==> config.mk <==
export PLATFORM = sky130hd
export DESIGN_NAME = uart_tx
export DESIGN_NICKNAME = d
export VERILOG_FILES = /design/src/rtl/uart_tx.sv
export SDC_FILE = /design/constraint.sdc
export NUM_CORES = 1
export LEC_CHECK = 0
export ABC_AREA = 1
export BUFFER_PORTS_ARGS = -buffer_cell sky130_fd_sc_hd__buf_4
export CORE_ASPECT_RATIO = 1.4
export CORE_UTILIZATION = 61
export DETAILED_ROUTE_END_ITERATION = 10
export PLACE_DENSITY_LB_ADDON = 0.25
export SLEW_MARGIN = 20
export SYNTH_ARGS = -nofsm -noshare
export SYNTH_HDL_FRONTEND = slang
export SYNTH_SLANG_ARGS = --single-unit
export TNS_END_PERCENT = 100
==> constraint.sdc <==
create_clock -name clk -period 2.8 [get_ports clk]
set_clock_uncertainty 0.2 [all_clocks]
set_input_delay 0.56 -clock clk [delete_from_list [all_inputs] [get_ports clk]]
set_output_delay 0.56 -clock clk [all_outputs]
set_load 0.01 [all_outputs]
==> src/rtl/uart_tx.sv <==
// UART transmit serializer: one-entry holding buffer feeding an LSB-first shifter
// that emits start, data, optional parity and stop bits on each baud_tick.
module uart_tx #(
  parameter int DATA_BITS = 8,
  parameter int PARITY    = 0,
  parameter int STOP_BITS = 1
) (
  input  logic                 clk,
  input  logic                 reset,
  input  logic                 baud_tick,
  input  logic [DATA_BITS-1:0] tx_data,
  input  logic                 tx_valid,
  output logic                 tx_ready,
  output logic                 tx,
  output logic                 busy
);

  typedef enum logic [2:0] {S_IDLE, S_START, S_DATA, S_PARITY, S_STOP} state_e;

  state_e                 state_q, state_d;
  logic [DATA_BITS-1:0]   shift_q, shift_d;
  logic [DATA_BITS-1:0]   buf_q, buf_d;
  logic                   full_q, full_d;
  logic                   par_q, par_d;
  logic [3:0]             bcnt_q, bcnt_d;
  logic                   scnt_q, scnt_d;
  logic                   tx_q, tx_d;
  logic                   ready_q, busy_q;
  logic                   load;

  always_comb begin
    state_d = state_q;
    shift_d = shift_q;
    buf_d   = buf_q;
    full_d  = full_q;
    par_d   = par_q;
    bcnt_d  = bcnt_q;
    scnt_d  = scnt_q;
    tx_d    = tx_q;
    load    = 1'b0;

    // Accept and load never coincide: accept needs an empty buffer, load a full one.
    if (tx_valid && ready_q) begin
      buf_d  = tx_data;
      full_d = 1'b1;
    end

    if (baud_tick) begin
      case (state_q)
        S_IDLE: begin
          if (full_q) load = 1'b1;
          else        tx_d = 1'b1;
        end
        S_START: begin
          tx_d    = shift_q[0];
          bcnt_d  = '0;
          state_d = S_DATA;
        end
        S_DATA: begin
          if (bcnt_q < 4'(DATA_BITS - 1)) begin
            shift_d = shift_q >> 1;
            tx_d    = shift_q[1];
            bcnt_d  = bcnt_q + 4'd1;
          end else if (PARITY != 0) begin
            tx_d    = par_q;
            state_d = S_PARITY;
          end else begin
            tx_d    = 1'b1;
            scnt_d  = 1'b0;
            state_d = S_STOP;
          end
        end
        S_PARITY: begin
          tx_d    = 1'b1;
          scnt_d  = 1'b0;
          state_d = S_STOP;
        end
        S_STOP: begin
          if (STOP_BITS == 2 && !scnt_q) begin
            scnt_d = 1'b1;
            tx_d   = 1'b1;
          end else if (full_q) begin
            load = 1'b1;
          end else begin
            state_d = S_IDLE;
          end
        end
        default: state_d = S_IDLE;
      endcase
    end

    // Shared by IDLE start and zero-gap restart from the final stop tick.
    if (load) begin
      shift_d = buf_q;
      par_d   = (PARITY == 1) ? ~^buf_q : ^buf_q;
      tx_d    = 1'b0;
      full_d  = 1'b0;
      state_d = S_START;
    end
  end

  always_ff @(posedge clk or negedge reset) begin
    if (!reset) begin
      state_q <= S_IDLE;
      shift_q <= '0;
      buf_q   <= '0;
      full_q  <= 1'b0;
      par_q   <= 1'b0;
      bcnt_q  <= '0;
      scnt_q  <= 1'b0;
      tx_q    <= 1'b1;
      ready_q <= 1'b1;
      busy_q  <= 1'b0;
    end else begin
      state_q <= state_d;
      shift_q <= shift_d;
      buf_q   <= buf_d;
      full_q  <= full_d;
      par_q   <= par_d;
      bcnt_q  <= bcnt_d;
      scnt_q  <= scnt_d;
      tx_q    <= tx_d;
      ready_q <= !full_d;
      busy_q  <= (state_d != S_IDLE) | full_d;
    end
  end

  assign tx       = tx_q;
  assign tx_ready = ready_q;
  assign busy     = busy_q;

endmodule

==> results.yml, run 1 <==
power:
  p_int_uw: 852
  peakVddDrop_mv: 0.642
  swShare: 0.426
  power_frac_seq: 0.463
  power_frac_clock: 0.113
  pwr_density_cell_mw_per_mm2: 1010
  combPwrFrac: 0.424
  power.switching_uw: 634
  total_power_uw: 1490
  total_leakage_power_uw: 0.000739
layout:
  fin_nets: 187
  regArea_sq_um: 678
  area_growth_pct: 10.5
  num-fill-cells: 141
  layout_common_cells: "nand2_1 (55), dfrtp_1 (25), inv_1 (15)"
  final_common_cell: "nand2_1"
  multi_input_area_sq_um: 548
  diodes: 0
  layout-drive-gt1-share: 0.191
die:
  row_count: 19
  start_util: 0.665
  io_pins: 15
  core_area_sq_mm: 0.00200
  die_h_microns: 57.2
  dieArea_sq_mm: 0.00237
  die-width_microns: 41.4
synthesis:
  syn_inst: 157
  syn_area_sq_mm: 0.00133
  ys_warn_count: 0
  synth-seq-cells: 27
  synthAdderAreaFrac: 0.00943
  yosysSeqAreaShare: 0.511
  syn_nets: 170
  synth_top_family_by_area: "simple AND/OR/NAND/NOR gates"
  synth_compound_area_frac: 0.107
  syn_area_per_cell_sq_um: 8.46
  synth-simple-area-share: 0.296
  synthXorXnorAreaFrac: 0
  synthMuxAreaShare: 0
  ys_types: 23
clock_tree:
  cts-buffers-inserted: 3
  cts_buffer_depth: 2
  cts_root_buf: "clkbuf_4"
  post_cts_resized: 0
  h-tree-depth: 1
  worst_setup_hold_path_clk_slew_ns: 0.14
  cts.sinks: 27
  clk_latency_ns: 0.32
  cts_hold_buf: 1
  post_cts_buffers: 0
  cts_tree: "built"
sta:
  setup_tns_ns: 0
  min_period_over_period: 0.622
  slew_violations: 0
  setup_viol: 0
  max_freq_ghz: 0.574
  fin_crit_ns: 1.74
  worst_slew_pin_slew_ns: 0.333
  hold_viol_final: 0
  relSlewSlack: 0.778
  rsz0062_at_grt: "no"
setup_path:
  rrSetupSlack_ns: 1.13
  cp_slowest_stage_delay_ns: 0.56
  startpoint_type: "flop"
  r2r_start: "bcnt_q[0]$_DFFE_PN0P_"
  crit_type: "flop to output pin"
  critical_path.top_delay_family: "flip-flops"
  cp-startpoint: "tx$_DFFE_PN1P_"
  path_max_fanout: 2
  r2r_end: "busy$_DFF_PN0_"
  critPathBufInv: 1
  crit_path_end_kind: "output pin"
  cp.arrival_ns: 0.98
  crit_required_ns: 2.04
  crit_slowest_cell: "dfstp_2"
  path_depth: 1
  worstRegToRegCells: 8
  crit_chain: "buf_4"
grt:
  grt_usage: 0.212
  grt-ovfl-total: 0
  grt_max_degree: 28
  grt_pass1_wl_microns: 3970
  grt_pass1_vias: 1039
  grt_antenna_before_repair: 0
place:
  gp_congestion: 0.868
  io_buffers: 14
  hpwl_microns: 1690
run:
  cap_violations: 0
detailed_routing:
  drtIter0Drc: 33
  antenna_violating_nets_post_route: 0
  remaining_drc_errors: 0
  totalWireLength_microns: 2350
  vias_per_cell: 5.53
  dr.pass1.iters: 4
  routedWlPerCell_microns: 12.1
  route.vias.total: 1073
min_path:
  hold_start: "tx_data[2]"
  min_path_cells: 3
  hold_end: "buf_q[2]$_DFFE_PN0P_"
  min_path_type: "input port to flop"
status:
  status: "finished clean"
[Yosys cell counts]
cell type / instances / area share
nor2_1: 3 / 0.0085
a21oi_1: 1 / 0.0038
a21boi_1: 1 / 0.0057
o21ai_0: 12 / 0.045
o21ai_1: 14 / 0.053
nand2_2: 4 / 0.019
ha_1: 1 / 0.0094
nand2_1: 55 / 0.16
dfrtp_1: 25 / 0.47
nand3_4: 2 / 0.026
nor3_4: 1 / 0.012
or2_2: 1 / 0.0047
nand3_1: 8 / 0.030
inv_1: 15 / 0.042
clkinv_4: 1 / 0.0066
nand2_4: 1 / 0.0085
nor2_4: 2 / 0.017
clkbuf_8: 1 / 0.010
inv_2: 2 / 0.0057
clkbuf_1: 1 / 0.0028
nand4_1: 3 / 0.014
dfstp_2: 2 / 0.040
buf_6: 1 / 0.0085
[state kept, by name, summed over array words and instances (netlist names)]
name,cells
buf_q,8
busy,1
state_q,3
shift_q,8
full_q,1
bcnt_q,4
tx_ready,1
tx,1
[worst max-delay path by stage]
| stage | end | slack [ns] |
|---|---|---|
| after global routing | tx | 1.03 |
| after CTS | tx | 1.05 |
| after floorplan | busy$_DFF_PN0_ | 1.33 |
| after global placement | busy$_DFF_PN0_ | 1.28 |
| final | tx | 1.06 |
| after detailed placement | busy$_DFF_PN0_ | 1.16 |
[power by group through the flow]
stage	logic, uW	registers (uW)	clock network (uW)
after global placement	596	688	0
after CTS	631	686	166
after global routing	712	702	175
after detailed placement	625	693	0
final	630	689	168
after floorplan	482	680	0
[logic make-up (layout without fill, tap and decap cells)]
logic type,count (synthesis),in the layout
adders and majority gates,1,1
DFF,27,27
buffers and inverters,21,37
and+or+nand+nor,80,80
AOI/OAI and AO/OA,28,28
[stage by stage]
stage | util | area, sq um | worst slack [ns] | instances | hold WS, ns
6_report | 0.734 | 1470 | 1.06 | 194 | 0.236
4_1_cts | 0.734 | 1470 | 1.05 | 194 | 0.240
3_5_place_dp | 0.716 | 1430 | 1.16 | 189 | 0.271
5_1_grt | 0.734 | 1470 | 1.03 | 194 | 0.246
2_1_floorplan | - | 1330 | 1.33 | 157 | 0.0644
3_3_place_gp | 0.716 | 1430 | 1.28 | 189 | 0.267
[layout make-up]
type                    count  share of cell area
clock buffers               4              0.0179
inverters                  18              0.0495
multi-input cells         109               0.374
flip-flops and latches     27               0.462
well taps                  21              0.0179
repair buffers             15              0.0785
[layer usage]
metal	routed length [microns]	track usage	up-vias	share of wire
met4	25	0.111	0	0.011
li1	-	-	536	-
met1	1010	0.239	513	0.43
met5	0	0	-	0
met3	58	0.0190	4	0.025
met2	1250	0.391	20	0.53
No activity file was read; power rests on OpenSTA's default activity.
==> run 2, diff against run 1 <==
--- a/config.mk
+++ b/config.mk
@@ -8,7 +8,7 @@
 export ABC_AREA = 1
 export BUFFER_PORTS_ARGS = -buffer_cell sky130_fd_sc_hd__buf_4
 export CORE_ASPECT_RATIO = 1.4
-export CORE_UTILIZATION = 61
+export CORE_UTILIZATION = 51
 export DETAILED_ROUTE_END_ITERATION = 10
 export PLACE_DENSITY_LB_ADDON = 0.25
 export SLEW_MARGIN = 20
==> constraint.sdc (replaced) <==
create_clock -name clk -period 1.45 [get_ports clk]
set_clock_uncertainty 0.2 [all_clocks]
set_input_delay 0.29 -clock clk [delete_from_list [all_inputs] [get_ports clk]]
set_output_delay 0.29 -clock clk [all_outputs]
set_load 0.01 [all_outputs]
==> run 2 against run 1 <==
  * The run now ends with setup timing left
  * Non-clock buffer count up 22
  * Largest cell class is now multi-input gates
  * Sequential power up 100%
  * Clock power up 99%
  * Count of clock-buffer cells in the layout is 1 lower
  * Critical path depth grew 6
  * Worst hold slack worse by 0.086 ns
  * Die area up 19%
  * Sequential share of layout area is 9.3 points lower
  * Global-route usage up 5.8 points
  * Cell area is 26% higher
==> results.yml, run 2 (synthesis results as in run 1) <==
detailed_routing:
  vias_per_cell: 5.34
  route.vias.total: 1244
  dr.pass1.iters: 4
  totalWireLength_microns: 3350
  antenna_violating_nets_post_route: 0
  routedWlPerCell_microns: 14.4
  drtIter0Drc: 45
  remaining_drc_errors: 0
die:
  core_area_sq_mm: 0.00242
  die_h_microns: 62.4
  row_count: 21
  start_util: 0.549
  die-width_microns: 45.1
  io_pins: 15
  dieArea_sq_mm: 0.00281
clock_tree:
  cts-buffers-inserted: 3
  h-tree-depth: 1
  cts_root_buf: "clkbuf_4"
  cts_buffer_depth: 2
  cts.sinks: 27
  cts_tree: "built"
  clk_latency_ns: 0.34
  worst_setup_hold_path_clk_slew_ns: 0.15
layout:
  stdcell_area_sq_mm: 0.00185
  area_growth_pct: 39.2
  diodes: 0
  top_regs: "buf_q (8), shift_q (8), bcnt_q (4)"
  layout_common_cells: "nand2_1 (42), buf_4 (23), dfrtp_1 (22)"
  post-route-util: 0.764
  layout-drive-gt1-share: 0.392
  final_common_cell: "nand2_1"
  fin_nets: 213
power:
  peakVddDrop_mv: 1.67
  pwr_density_cell_mw_per_mm2: 2010
  total_leakage_power_uw: 0.000889
setup_path:
  crit_required_ns: 1.49
  crit_type: "flop to flop"
  cp_slowest_stage_delay_ns: 0.48
  startpoint_type: "flop"
  crit_slowest_cell: "dfrtp_2"
  crit_chain: "nor2_4, buf_12, nand3_4, nand2_1, o21ai_2, nand2_2, nand2_1"
  cp_common_cell: "nand2_1"
  path_max_fanout: 5
  crit_path_end_kind: "flop"
  cp.arrival_ns: 1.59
grt:
  grt_pass1_vias: 1301
  grt-ovfl-total: 0
  grt_max_degree: 28
  grt_usage: 0.270
  grt_antenna_before_repair: 0
  grt_pass1_wl_microns: 5560
run:
  cap_violations: 0
sta:
  rsz0062_at_grt: "yes"
  max_freq_ghz: 0.642
  setup_viol: 16
  slew_violations: 0
  relSlewSlack: 0.770
  min_period_over_period: 1.07
  worst_slew_pin_slew_ns: 0.345
  hold_viol_final: 0
  setup_tns_ns: -1.03
  setup_slack_ns: -0.107
  fin_crit_ns: 1.56
place:
  hpwl_microns: 1790
  place_ws_ns: -0.0778
  gp_congestion: 0.843
  dpl_cell_area_sq_mm: 0.00151
  io_buffers: 14
status:
  failed_checks: "setup timing"
  status: "finished, violations left"
min_path:
  min_path_type: "input port to flop"
## run 2: cell types whose count changed in the layout (fill, tap and decap cells not counted), sizes merged
cell / change
clkbuf: -1
dlygate4sd3: +8
nand2: +1
buf: +14
nand3: +3
clkinv: +1
## run 2: layout make-up
| class | instances | area (sq um) |
|---|---|---|
| flip-flops and latches | 27 | 682 |
| inverters | 18 | 80.1 |
| clock inverters | 1 | 5.00 |
| multi-input cells | 113 | 688 |
| fillers | 164 | 569 |
| well taps | 34 | 42.5 |
| clock buffers | 3 | 22.5 |
| repair buffers | 37 | 328 |
## run 2: repair_timing
| item | CTS | global route |
|---|---|---|
| pin swaps | 4 | 9 |
| buffers inserted | 4 | 2 |
| hold buffers | 9 | 0 |
| endpoints found under the setup margin | 17 | 18 |
| resized for setup | 16 | 22 |
| gates cloned | 3 | 1 |
| endpoints found under the hold margin | 35 | 0 |
## run 2: per-stage QoR
step	power [uW]	hold slack (ns)	std cells
finish	3710	0.150	233
global route	3960	0.152	233
CTS	3340	0.137	230
detailed placement	2630	0.0225	210
global placement	2580	0.0163	210
floorplan	2250	-0.206	157
## run 2: worst max-delay path: cells and delay by family, from the launching register on
kind,cells,cell delay [ns]
AND/OR/NAND/NOR,5,0.54
flip-flops,1,0.48
buffers and inverters,1,0.16
AO/OA/AOI/OAI,1,0.07
## run 2: final timing paths
check / startpoint / endpoint / slack, ns / depth (start not counted)
min reg2reg: shift_q[7]$_DFFE_PN0P_ / shift_q[7]$_DFFE_PN0P_ / 0.32 / 2
max: state_q[1]$_DFF_PN0_ / shift_q[4]$_DFFE_PN0P_ / -0.11 / 7
max in group asynchronous: reset / tx$_DFFE_PN1P_ / 0.57 / 2
max reg2reg: state_q[1]$_DFF_PN0_ / shift_q[4]$_DFFE_PN0P_ / -0.11 / 7
min: tx_valid / tx_ready$_DFF_PN1_ / 0.15 / 4
min in group asynchronous: reset / state_q[1]$_DFF_PN0_ / 0.17 / 2
## run 2: metal layers
| metal | vias to the layer above | GRT usage | wire length (microns) |
|---|---|---|---|
| met5 | - | 0 | 0 |
| met4 | 0 | 0.114 | 138 |
| met3 | 14 | 0.0349 | 115 |
| met2 | 47 | 0.469 | 1810 |
| met1 | 585 | 0.317 | 1280 |
| li1 | 598 | - | - |
## run 2: power by group
group / switching [uW] / internal, uW / total (uW)
sequential: 285 / 1100 / 1380
combinational: 1150 / 841 / 1990
clock: 231 / 104 / 334
